===== src/rtl/uart_pkg.sv =====
// uart_pkg -- encodings shared by the UART transmit and receive sides.
//   ODD/EVEN/NOPAR1/NOPAR2 : ParityType field encodings
//   state_e                : transmit framer FSM states
//   has_parity()           : true when a ParityType selects a parity bit
package uart_pkg;

   localparam logic [1:0] NOPAR1 = 2'b00;
   localparam logic [1:0] ODD    = 2'b01;
   localparam logic [1:0] EVEN   = 2'b10;
   localparam logic [1:0] NOPAR2 = 2'b11;

   typedef enum logic [2:0] {
      IDLE   = 3'd0,
      START  = 3'd1,
      DATA   = 3'd2,
      PARITY = 3'd3,
      STOP   = 3'd4
   } state_e;

   function automatic logic has_parity(input logic [1:0] par_type);
      return (par_type == ODD) || (par_type == EVEN);
   endfunction

endpackage


===== src/rtl/parity_gen.sv =====
// parity_gen -- combinational parity bit for one captured byte.
//   data       : captured payload byte
//   par_type   : captured ParityType (ODD / EVEN / no parity)
//   parity_bit : bit that makes data+parity odd (ODD) or even (EVEN); 0 otherwise
module parity_gen
   import uart_pkg::*;
(
   input  logic [7:0] data,
   input  logic [1:0] par_type,
   output logic       parity_bit
);

   always_comb begin
      parity_bit = 1'b0;
      case (par_type)
         EVEN:    parity_bit = ^data;
         ODD:     parity_bit = ~^data;
         default: parity_bit = 1'b0;
      endcase
   end

endmodule


===== src/rtl/uart_tx_frame.sv =====
// uart_tx_frame -- UART transmit framer: start, 8 data bits LSB first,
// optional parity, one or two stop bits, advanced by an external BaudTick.
//   Clock, Reset : system clock, synchronous active-high reset
//   BaudTick     : one-cycle pulse ending each bit period
//   Send         : frame request, only looked at while idle
//   DataIn, ParityType, StopBits : frame contents, captured on accepted Send
//   DataTx       : registered serial line, idle high
//   Busy         : high while a frame is in progress (state != IDLE)
//   Done         : one-cycle pulse after the last stop bit period
//   state_dbg    : current FSM state, for observation only
//
// Handshake: Send is accepted on any rising edge where the FSM is IDLE
// (including the Done cycle); the frame's first bit appears the next cycle.
// Send is ignored while Busy.
module uart_tx_frame
   import uart_pkg::*;
(
   input  logic       Clock,
   input  logic       Reset,
   input  logic       BaudTick,
   input  logic       Send,
   input  logic [7:0] DataIn,
   input  logic [1:0] ParityType,
   input  logic       StopBits,
   output logic       DataTx,
   output logic       Busy,
   output logic       Done,
   output state_e     state_dbg
);

   state_e     state_q, state_d;
   logic [7:0] data_q, data_d;
   logic [1:0] par_q, par_d;
   logic       stop2_q, stop2_d;
   logic [2:0] bit_idx_q, bit_idx_d;
   logic       stop_cnt_q, stop_cnt_d;
   logic       done_q, done_d;
   logic       data_tx_q, data_tx_d;
   logic       parity_bit;

   parity_gen u_parity_gen (
      .data       (data_q),
      .par_type   (par_q),
      .parity_bit (parity_bit)
   );

   always_comb begin
      state_d    = state_q;
      data_d     = data_q;
      par_d      = par_q;
      stop2_d    = stop2_q;
      bit_idx_d  = bit_idx_q;
      stop_cnt_d = stop_cnt_q;
      done_d     = 1'b0;

      case (state_q)
         IDLE: begin
            if (Send) begin
               data_d     = DataIn;
               par_d      = ParityType;
               stop2_d    = StopBits;
               bit_idx_d  = 3'd0;
               stop_cnt_d = 1'b0;
               state_d    = START;
            end
         end
         START: begin
            if (BaudTick) begin
               bit_idx_d = 3'd0;
               state_d   = DATA;
            end
         end
         DATA: begin
            if (BaudTick) begin
               if (bit_idx_q == 3'd7) begin
                  stop_cnt_d = 1'b0;
                  state_d    = has_parity(par_q) ? PARITY : STOP;
               end else begin
                  bit_idx_d = bit_idx_q + 3'd1;
               end
            end
         end
         PARITY: begin
            if (BaudTick) begin
               stop_cnt_d = 1'b0;
               state_d    = STOP;
            end
         end
         STOP: begin
            if (BaudTick) begin
               // Second stop period only when two stop bits were captured.
               if (stop2_q && !stop_cnt_q) begin
                  stop_cnt_d = 1'b1;
               end else begin
                  stop_cnt_d = 1'b0;
                  done_d     = 1'b1;
                  state_d    = IDLE;
               end
            end
         end
         default: state_d = IDLE;
      endcase

      // The line is registered, so it is computed from the next state/index.
      case (state_d)
         START:   data_tx_d = 1'b0;
         DATA:    data_tx_d = data_d[bit_idx_d];
         PARITY:  data_tx_d = parity_bit;
         default: data_tx_d = 1'b1;
      endcase
   end

   always_ff @(posedge Clock) begin
      if (Reset) begin
         state_q    <= IDLE;
         data_q     <= 8'd0;
         par_q      <= 2'd0;
         stop2_q    <= 1'b0;
         bit_idx_q  <= 3'd0;
         stop_cnt_q <= 1'b0;
         done_q     <= 1'b0;
         data_tx_q  <= 1'b1;
      end else begin
         state_q    <= state_d;
         data_q     <= data_d;
         par_q      <= par_d;
         stop2_q    <= stop2_d;
         bit_idx_q  <= bit_idx_d;
         stop_cnt_q <= stop_cnt_d;
         done_q     <= done_d;
         data_tx_q  <= data_tx_d;
      end
   end

   assign DataTx    = data_tx_q;
   assign Busy      = (state_q != IDLE);
   assign Done      = done_q;
   assign state_dbg = state_q;

endmodule


===== config.mk =====
export PLATFORM = sky130hd
export DESIGN_NAME = uart_tx_frame
export DESIGN_NICKNAME = d
export VERILOG_FILES = /design/src/rtl/uart_pkg.sv /design/src/rtl/parity_gen.sv /design/src/rtl/uart_tx_frame.sv
export SDC_FILE = /design/constraint.sdc
export NUM_CORES = 1
export LEC_CHECK = 0
export ABC_CLOCK_PERIOD_IN_PS = 2150
export BUFFER_PORTS_ARGS = -buffer_cell sky130_fd_sc_hd__buf_2
export CORE_ASPECT_RATIO = 1.75
export CORE_MARGIN = 8
export CORE_UTILIZATION = 34
export DETAILED_ROUTE_END_ITERATION = 10
export GPL_TIMING_DRIVEN = 0
export SKIP_CTS_REPAIR_TIMING = 1
export SLEW_MARGIN = 20
export SYNTH_ARGS = -nofsm -noshare
export SYNTH_HDL_FRONTEND = slang
export SYNTH_SLANG_ARGS = --single-unit

===== constraint.sdc =====
create_clock -name Clock -period 2.15 [get_ports Clock]
set_input_delay 0.3225 -clock Clock [delete_from_list [all_inputs] [get_ports Clock]]
set_output_delay 0.3225 -clock Clock [all_outputs]
set_load 0.05 [all_outputs]

=== Yosys cells after proc, flatten, opt, wreduce, memory -nomap -nowiden ===
Index checks and enable logic that the tools add are counted.

* Add/sub/neg operators: 1
* Order comparisons: 1
* Equal/unequal tests: 15
* Mux-type cells: 28
* Bitwise operators: 2
* Reductions and logical operators: 11

{| class="wikitable"
|+ Operator list
! kind !! number
|-
| two-way mux 3 bit || 12
|-
| two-way mux 8 bit || 2
|-
| one-hot mux 3 bit (5 select lines) || 1
|-
| == test 3 x 2 -> 1 bit (second input constant) || 4
|-
| inequality test 2 bit (second input constant) || 5
|-
| one-hot mux 3 bit (3 select lines) || 1
|-
| two-way mux 1 bit || 8
|-
| XNOR reduction 8 bit || 1
|-
| parity 8 bit || 1
|-
| == test 3 x 1 -> 1 bit (second input constant) || 2
|-
| == test 3 bit (second input constant) || 2
|-
| AND reduction 6 bit || 1
|-
| less-than comparator 3 x 4 -> 1 bit (second input constant) || 1
|-
| one-hot mux 1 bit (4 select lines) || 1
|-
| nonzero test 4 bit || 1
|-
| adder 3 x 1 -> 3 bit (second input constant) || 1
|-
| binary-select mux 1 bit (select 3 bit) || 1
|-
| logical NOT 3 bit || 1
|-
| one-hot mux 1 bit (3 select lines) || 1
|-
| nonzero test 3 bit || 1
|-
| OR reduction 3 bit || 1
|-
| == test 2 x 1 -> 1 bit (second input constant) || 1
|-
| == test 2 bit (second input constant) || 1
|-
| NOT 1 bit || 2
|-
| other kinds (5) || 5
|}

* Register bits after elaboration: 20
* Input port bits: 15

=== Logic depth before layout (Yosys ltp) ===
Gate-level depths: netlist of run 1.

* Depth in word-level cells: 8
* Depth in mapped cells: 8
* Mapped depth without buffers: 8

=== Modules after synthesis ===
Synthesis of run 1 repeated with hierarchy kept, for this count alone.

* Cell total of the unflattened synthesis: 150
* Area total of the unflattened synthesis: 1197.4 sq um

{| class="wikitable"
|+ Modules (own cells, without submodules)
! module !! instances !! cells an instance !! area an instance (sq um) !! sequential area each (sq um)
|-
| uart_tx_frame || 1 || 140 || 1113.6 || 400.4
|-
| parity_gen || 1 || 10 || 83.8 || 0.0
|}

=== Worst setup path before layout of run 1 ===
Ideal clock, no wire load.

* Kind: reg2reg
* Start point: register state_q[0] (netlist: state_dbg[0])
* End point: register data_tx_q (netlist: DataTx)
* Setup time: 0.084 ns
* Arrival: 2.065 ns
* Required time: 2.066 ns
* Setup slack: 0.001 ns
* Stages on the path, launching flop included: 8
* Cell sequence: dfxtp_1 buf_6 mux2i_1 o31a_1 nor3_1 a2111oi_2 a211oi_1 o31ai_2

* Word-level cells in the longest chain between the ends: 5
* Elaborated cells on any way between the ends: 21
* Classes of those cells: eq/ne: 7; mux: 13; reduce/logical: 1

{| class="wikitable"
|+ Ends and longest elaborated chain
! item !! line !! RTL
|-
| from (decl) || uart_tx_frame.sv:31 || <nowiki>state_e state_q, state_d;</nowiki>
|-
| from (signal assigned) || uart_tx_frame.sv:124 || <nowiki>state_q <= state_d;</nowiki>
|-
| == test 3 x 2 -> 1 bit, or another cell as far along || uart_tx_frame.sv:56 || <nowiki>case (state_q)</nowiki>
|-
| one-hot mux 3 bit (3 select lines), or another cell as far along || uart_tx_frame.sv:56 ||
|-
| binary-select mux 1 bit (select 3 bit) / one-hot mux 3 bit (5 select lines) (equally long branches) || uart_tx_frame.sv:107, uart_tx_frame.sv:56 ||
|-
| two-way mux 1 bit (not written as such), or another cell as far along || uart_tx_frame.sv:107 || <nowiki>DATA: data_tx_d = data_d[bit_idx_d];</nowiki>
|-
| one-hot mux 1 bit (3 select lines) (*) || uart_tx_frame.sv:105 || <nowiki>case (state_d)</nowiki>
|-
| to (signal assigned) || uart_tx_frame.sv:131 || <nowiki>data_tx_q <= data_tx_d;</nowiki>
|-
| to (decl) || uart_tx_frame.sv:38 || <nowiki>logic data_tx_q, data_tx_d;</nowiki>
|}

Mark *: on every way between the ends. The rest lies on a longest branch, timed or not. The select of a mux whose other input is x is not followed.
A chain may end at the register's enable or synchronous reset.

=== Worst setup path after layout of run 1 ===
Same ends and word-level chain as after synthesis.

==> impl_metrics.tcl, run 1 <==
set metrics [dict create \
    outcome "finished, final reports clean" \
    rsz0062_at_grt "no" \
    pwr-share-seq 0.426 \
    syn_inst 129 \
    drv_cap 0 \
    core-area_sq_um 3328 \
    worstMarginPinSlew_ns 0.5339 \
    grt_max_degree 12 \
    min_to "par_q[0]" \
    initial_core_util 0.3530 \
    worst_hold_slack_ns 0.2963 \
    clockPowerShare 0.293 \
    critPathBufInv 1 \
    grt_util_met1 0.09524 \
    cts.sinks 20 \
    grt_use_met2 0.2079 \
    utilization 0.4165 \
    hold_viol 0 \
    skew_ns 0.005015 \
    cts_made_buffers 3 \
    pwr_density_cell_nw_per_um2 697.5 \
    cp.required_ns 2.30 \
    synthesis.nets 147 \
    antenna_found_initial 0 \
    dr.pass1.iters 4 \
    synth.distinct_cells 40 \
    cp_max_fo 10 \
    grt_pass1_wl_um 4781 \
    syn_area_sq_um 1175 \
    drv_slew 0 \
    clkLatencyLatePin_ns 0.26 \
    routedWlPerCell_um 14.06 \
    io_buffer_count 19 \
    worst_ep_arrival_time_ns 2.21 \
    diodes 0 \
    cp_cell_sequence "nor4b_4 -> buf_6 -> mux2i_1 -> a2111oi_2 -> a211oi_1 -> o31ai_2" \
    power_frac_comb 0.281 \
    num-fill-cells 343 \
    met3_usage 0.01783 \
    reg2reg_slack_ns 0.1 \
    fin_area_sq_um 1386 \
    cts_root_buf "clkbuf_8" \
    dpl-instance-area_sq_um 1326 \
    yosysWarnings 0 \
    core.rowCount 28 \
    cp_slowest_cell "nor4b_4" \
    ioPinCount 21 \
    layout-drive-gt1-share 0.2632 \
    num_vias 1005 \
    crit_family "simple AND/OR/NAND/NOR gates" \
    ant_nets 0 \
    grt_use_total 0.1090 \
    cts_buffer_depth 2 \
    p_sw_mw 0.2913 \
    ir_drop_mv 0.3066 \
    crit_type "flip-flop to flip-flop" \
    cpPeakStageDelay_ns 0.51 \
    hold_path_depth 3 \
    setup_viol 0 \
    yosysSeqAreaShare 0.3408 \
    grt_pass1_vias 1113 \
    nNetsFinal 171 \
    worst_slack_ns 0.09650 \
    startpoint_type "flip-flop" \
    grt_remaining_overflow 0 \
    r2r_end "DataTx" \
    fin_crit_sh 0.9551 \
    multi_input_area_sq_um 721.9 \
    post-place-cells 193 \
    regArea_sq_um 400.4 \
    stdcell_count 197 \
    crit_path_end_kind "flip-flop" \
    critPathLaunch "state_dbg[0]" \
    htreeDepth 1 \
    hold_class "input port to flip-flop" \
    max_freq_mhz 487.0 \
    place_hpwl_um 2279 \
    drtIter0Drc 25 \
    viasPerCell 5.102 \
    busiest_layer "met2" \
    drc 0 \
    period_needed_ns 2.054 \
    r2r_cells 6 \
    yosys_register_bits 20 \
    slew_headroom 0.6440 \
    fin_total_pwr_mw 0.9670 \
    dieArea_sq_um 5667 \
    r2r_start "state_dbg[0]" \
    cts_tree "done" \
    areaGrowthSynthToFinish_pct 18.00 \
    finalSetupTns_ns 0 \
    fp.dieW_um 60.44 \
    hold_start "ParityType[0]" \
    gp_congestion 0.8231 \
    place_ws_ns 0.08887 \
    layout_common_cells "dfxtp_1, buf_2, nor2_1" \
    dieHeight_um 93.77 \
    p_int_mw 0.6757 \
    synth_area_per_cell_sq_um 9.108 \
    swShare 0.3012 \
    wirelength_um 2769 \
    clkTransAtPathRegs_ns 0.07 \
    leakagePower_nw 0.5590 \
]
state kept, by name, indices dropped and copies added (netlist names):
register    flops
bit_idx_q       3
stop2_q         1
Done            1
stop_cnt_q      1
par_q           2
state_dbg       3
data_q          8
DataTx          1
power by group through the flow:
stage,registers (mW),logic (mW),clock network (mW)
finish,0.412,0.272,0.283
global route,0.415,0.296,0.307
CTS,0.412,0.273,0.294
detailed placement,0.421,0.272,0
global placement,0.419,0.269,0
floorplan,0.442,0.190,0
layer usage:
metal  vias to the layer above  wire length [um]
met2                        19              1568
met5                         -                 0
met4                         0                97
met1                       478               976
li1                        501                 -
met3                         7               126
cells by family (layout without fill, tap and decap cells):
family	count (synthesis)	in the layout	share of synthesized area
simple gates	51	51	0.2268
compound gates	24	24	0.1736
flops	20	20	0.3408
mux	14	14	0.1257
buf+inv	10	33	0.04898
xor+xnor	7	7	0.05218
fa+ha+maj	3	3	0.03195
tightest hold or removal path: stages:
cell	delay, ns
buf_2	0.08
a21oi_1	0.05
nor2_1	0.07
worst max path at each step:
stage                     endpoint  slack, ns  depth (start not counted)
after floorplan             DataTx      0.001                          7
after global placement      DataTx       0.05                          7
after detailed placement    DataTx       0.09                          6
after CTS                   DataTx       0.07                          6
after global routing        DataTx      0.005                          6
final                       DataTx        0.1                          6
synth_stat cells:
| library cell | instances | area share |
|---|---|---|
| or3_1 | 1 | 0.0053 |
| or3b_2 | 1 | 0.0075 |
| xnor2_1 | 7 | 0.052 |
| nor3_1 | 5 | 0.021 |
| o22a_1 | 2 | 0.015 |
| o31ai_2 | 1 | 0.011 |
| buf_6 | 2 | 0.019 |
| a2111oi_2 | 2 | 0.026 |
| nor3b_1 | 2 | 0.013 |
| o31ai_4 | 1 | 0.018 |
| nand2b_1 | 1 | 0.0053 |
| a311o_1 | 1 | 0.0085 |
| and2b_2 | 1 | 0.0075 |
| mux2_2 | 2 | 0.019 |
| buf_2 | 1 | 0.0043 |
| nand2_1 | 9 | 0.029 |
| and3_1 | 1 | 0.0053 |
| nand3_1 | 3 | 0.013 |
| mux2_4 | 1 | 0.013 |
| a211oi_1 | 2 | 0.013 |
| and2_1 | 1 | 0.0053 |
| a31oi_1 | 1 | 0.0053 |
| ha_1 | 3 | 0.032 |
| a21boi_1 | 1 | 0.0064 |
| a22oi_1 | 2 | 0.013 |
| a22o_1 | 1 | 0.0075 |
| a21oi_1 | 6 | 0.026 |
| o211ai_1 | 1 | 0.0064 |
| clkbuf_1 | 3 | 0.0096 |
| a2bb2oi_1 | 1 | 0.0075 |
| o31a_1 | 1 | 0.0075 |
| mux2i_1 | 11 | 0.094 |
| dfxtp_1 | 20 | 0.34 |
| inv_1 | 3 | 0.0096 |
| nor2_1 | 18 | 0.058 |
| nor4b_4 | 1 | 0.020 |
| o21ai_0 | 1 | 0.0043 |
| or2_2 | 2 | 0.011 |
| nor2b_1 | 5 | 0.027 |
| buf_4 | 1 | 0.0064 |
area by class of cell:
cell class / instances / share of cell area
flip-flops and latches: 20 / 0.2888
clock buffers: 4 / 0.03971
multi-input cells: 99 / 0.5208
repair buffers: 19 / 0.06859
plain buffers: 7 / 0.03339
inverters: 3 / 0.008123
well taps: 45 / 0.04061
Power figures use the tool's default switching activity.
==> inputs of run 2 (changes only) <==
--- a/config.mk
+++ b/config.mk
@@ -5,13 +5,15 @@
 export SDC_FILE = /design/constraint.sdc
 export NUM_CORES = 1
 export LEC_CHECK = 0
-export ABC_CLOCK_PERIOD_IN_PS = 2150
+export ABC_CLOCK_PERIOD_IN_PS = 2050
 export BUFFER_PORTS_ARGS = -buffer_cell sky130_fd_sc_hd__buf_2
 export CORE_ASPECT_RATIO = 1.75
 export CORE_MARGIN = 8
-export CORE_UTILIZATION = 34
+export CORE_UTILIZATION = 45
 export DETAILED_ROUTE_END_ITERATION = 10
 export GPL_TIMING_DRIVEN = 0
+export HOLD_SLACK_MARGIN = 0.02
+export PLACE_DENSITY = 0.67
 export SKIP_CTS_REPAIR_TIMING = 1
 export SLEW_MARGIN = 20
 export SYNTH_ARGS = -nofsm -noshare
==> constraint.sdc (replaced) <==
create_clock -name Clock -period 2.05 [get_ports Clock]
set_input_delay 0.3075 -clock Clock [delete_from_list [all_inputs] [get_ports Clock]]
set_output_delay 0.3075 -clock Clock [all_outputs]
set_load 0.05 [all_outputs]
==> run 2 against run 1 <==
  * Worst setup slack worse by 0.0011 ns
  * Wire length down 1.6%
  * Critical path depth up 1
  * Global-route usage up 1.8 points
  * Cell count down 8.6%
  * Maximum frequency up 5.1%
  * Largest power group unchanged
  * Sequential cell count unchanged
==> impl_metrics.tcl, run 2 (synthesized netlist as in run 1, its figures left out) <==
set metrics [dict create \
    outcome "finished, final reports clean" \
    critPathBufInv 1 \
    max_freq_mhz 511.6 \
    drv_cap 0 \
    fin_area_sq_um 1413 \
    place_hpwl_um 2141 \
    cts_tree "done" \
    grt_pass1_wl_um 4567 \
    met3_usage 0.01964 \
    largest_reg_flops 8 \
    pwr-share-seq 0.387 \
    crit_family "compound AO/OA/AOI/OAI gates" \
    dr.pass1.iters 4 \
    cts_made_buffers 3 \
    worst_hold_slack_ns 0.2760 \
    pwr_density_cell_nw_per_um2 794.8 \
    gp_congestion 0.8954 \
    core-area_sq_um 2492 \
    layout_common_cells "buf_2, dfxtp_1, nor2_1" \
    worst_ep_arrival_time_ns 2.10 \
    cp.required_ns 2.20 \
    initial_core_util 0.4714 \
    fp.dieW_um 54.63 \
    largest-register "data_q" \
    cp_slowest_cell "dfxtp_2" \
    drv_slew 0 \
    p_sw_mw 0.3157 \
    stdcell_count 180 \
    grt_use_total 0.1274 \
    crit_path_end_kind "flip-flop" \
    dieHeight_um 83.60 \
    drc 0 \
    num-fill-cells 244 \
    grt_use_met2 0.2197 \
    post-place-cells 174 \
    io_buffer_count 19 \
    setup_viol 0 \
    num_vias 1020 \
    drtIter0Drc 25 \
    viasPerCell 5.667 \
    dpl-instance-area_sq_um 1305 \
    startpoint_type "flip-flop" \
    core.rowCount 24 \
    p_int_mw 0.8070 \
    nNetsFinal 173 \
    rsz0062_at_grt "no" \
    layout-drive-gt1-share 0.2987 \
    diodes 0 \
    cp_cell_sequence "buf_4 -> nor2_1 -> a311o_1 -> a21boi_1 -> or2_2 -> a211oi_1 -> o31ai_2" \
    period_needed_ns 1.955 \
    busiest_layer "met2" \
    hold_viol 0 \
    leakagePower_nw 0.5773 \
    areaGrowthSynthToFinish_pct 20.23 \
    dieArea_sq_um 4566 \
    finalSetupTns_ns 0 \
    grt_util_met1 0.1307 \
    slew_headroom 0.6509 \
    clkTransAtPathRegs_ns 0.07 \
    skew_ns 0.001272 \
    ant_nets 0 \
    fin_crit_sh 0.9535 \
    hold_class "input port to flip-flop" \
    final_common_cell "buf_2" \
    htreeDepth 1 \
    swShare 0.2812 \
    crit_type "flip-flop to flip-flop" \
    grt_pass1_vias 1078 \
    worstMarginPinSlew_ns 0.5237 \
    grt_max_degree 13 \
    cp_max_fo 10 \
    cpPeakStageDelay_ns 0.35 \
    cts_buffer_depth 2 \
    cts.sinks 20 \
    wirelength_um 2725 \
    power_frac_comb 0.264 \
    cts_root_buf "clkbuf_8" \
    clkLatencyLatePin_ns 0.26 \
    routedWlPerCell_um 15.14 \
    clockPowerShare 0.349 \
    antenna_found_initial 0 \
    grt_remaining_overflow 0 \
    ir_drop_mv 0.5722 \
    ioPinCount 21 \
]
==> run 2: through the flow <==
stage / setup WS [ns] / power [mW] / util
6_report: 0.09542 / 1.123 / 0.5668
5_1_grt: 0.01456 / 1.171 / 0.5668
4_1_cts: -0.01984 / 1.120 / 0.5522
3_5_place_dp: -0.03626 / 0.7256 / 0.5236
3_3_place_gp: -0.02096 / 0.7183 / 0.5236
2_1_floorplan: 0.08176 / 0.6628 / -
==> run 2: per-layer routing <==
layer / routed length, um / up-vias / part of all wire
li1: - / 505 / -
met1: 1094 / 485 / 0.40
met2: 1454 / 22 / 0.53
met3: 111 / 8 / 0.041
met4: 65 / 0 / 0.024
met5: 0 / - / 0
==> run 2: cell type report <==
type,count,area (sq um),area share
Sequential cell,20,402.9,0.2852
Multi-Input combinational cell,99,738.2,0.5226
Buffer,7,46.29,0.03277
Inverter,3,11.26,0.007972
Clock inverter,1,30.03,0.02126
Tap cell,26,32.53,0.02303
Clock buffer,3,41.29,0.02923
Timing Repair Buffer,21,110.1,0.07795
==> run 2: worst paths after layout <==
path                      start        to  slack [ns]  cells past startpoint
hold reg to reg         stop2_q   stop2_q        0.51                      2
setup / recovery   state_dbg[1]    DataTx         0.1                      7
hold / removal    ParityType[1]  par_q[1]        0.28                      3
setup reg to reg   state_dbg[1]    DataTx         0.1                      7
==> run 2: worst reg2reg max path: stages, from the launching register on <==
cell and delay (ns):
dfxtp_2 0.35, buf_4 0.17, nor2_1 0.28, a311o_1 0.19
a21boi_1 0.13, or2_2 0.35, a211oi_1 0.29, o31ai_2 0.08
==> run 2: power groups by stage <==
stage          clock network, mW  logic, mW  registers (mW)
6_report                   0.392      0.296           0.435
5_1_grt                    0.415      0.319           0.437
2_1_floorplan                  0      0.199           0.464
3_5_place_dp                   0      0.284           0.442
4_1_cts                    0.402      0.285           0.433
3_3_place_gp                   0      0.278           0.440
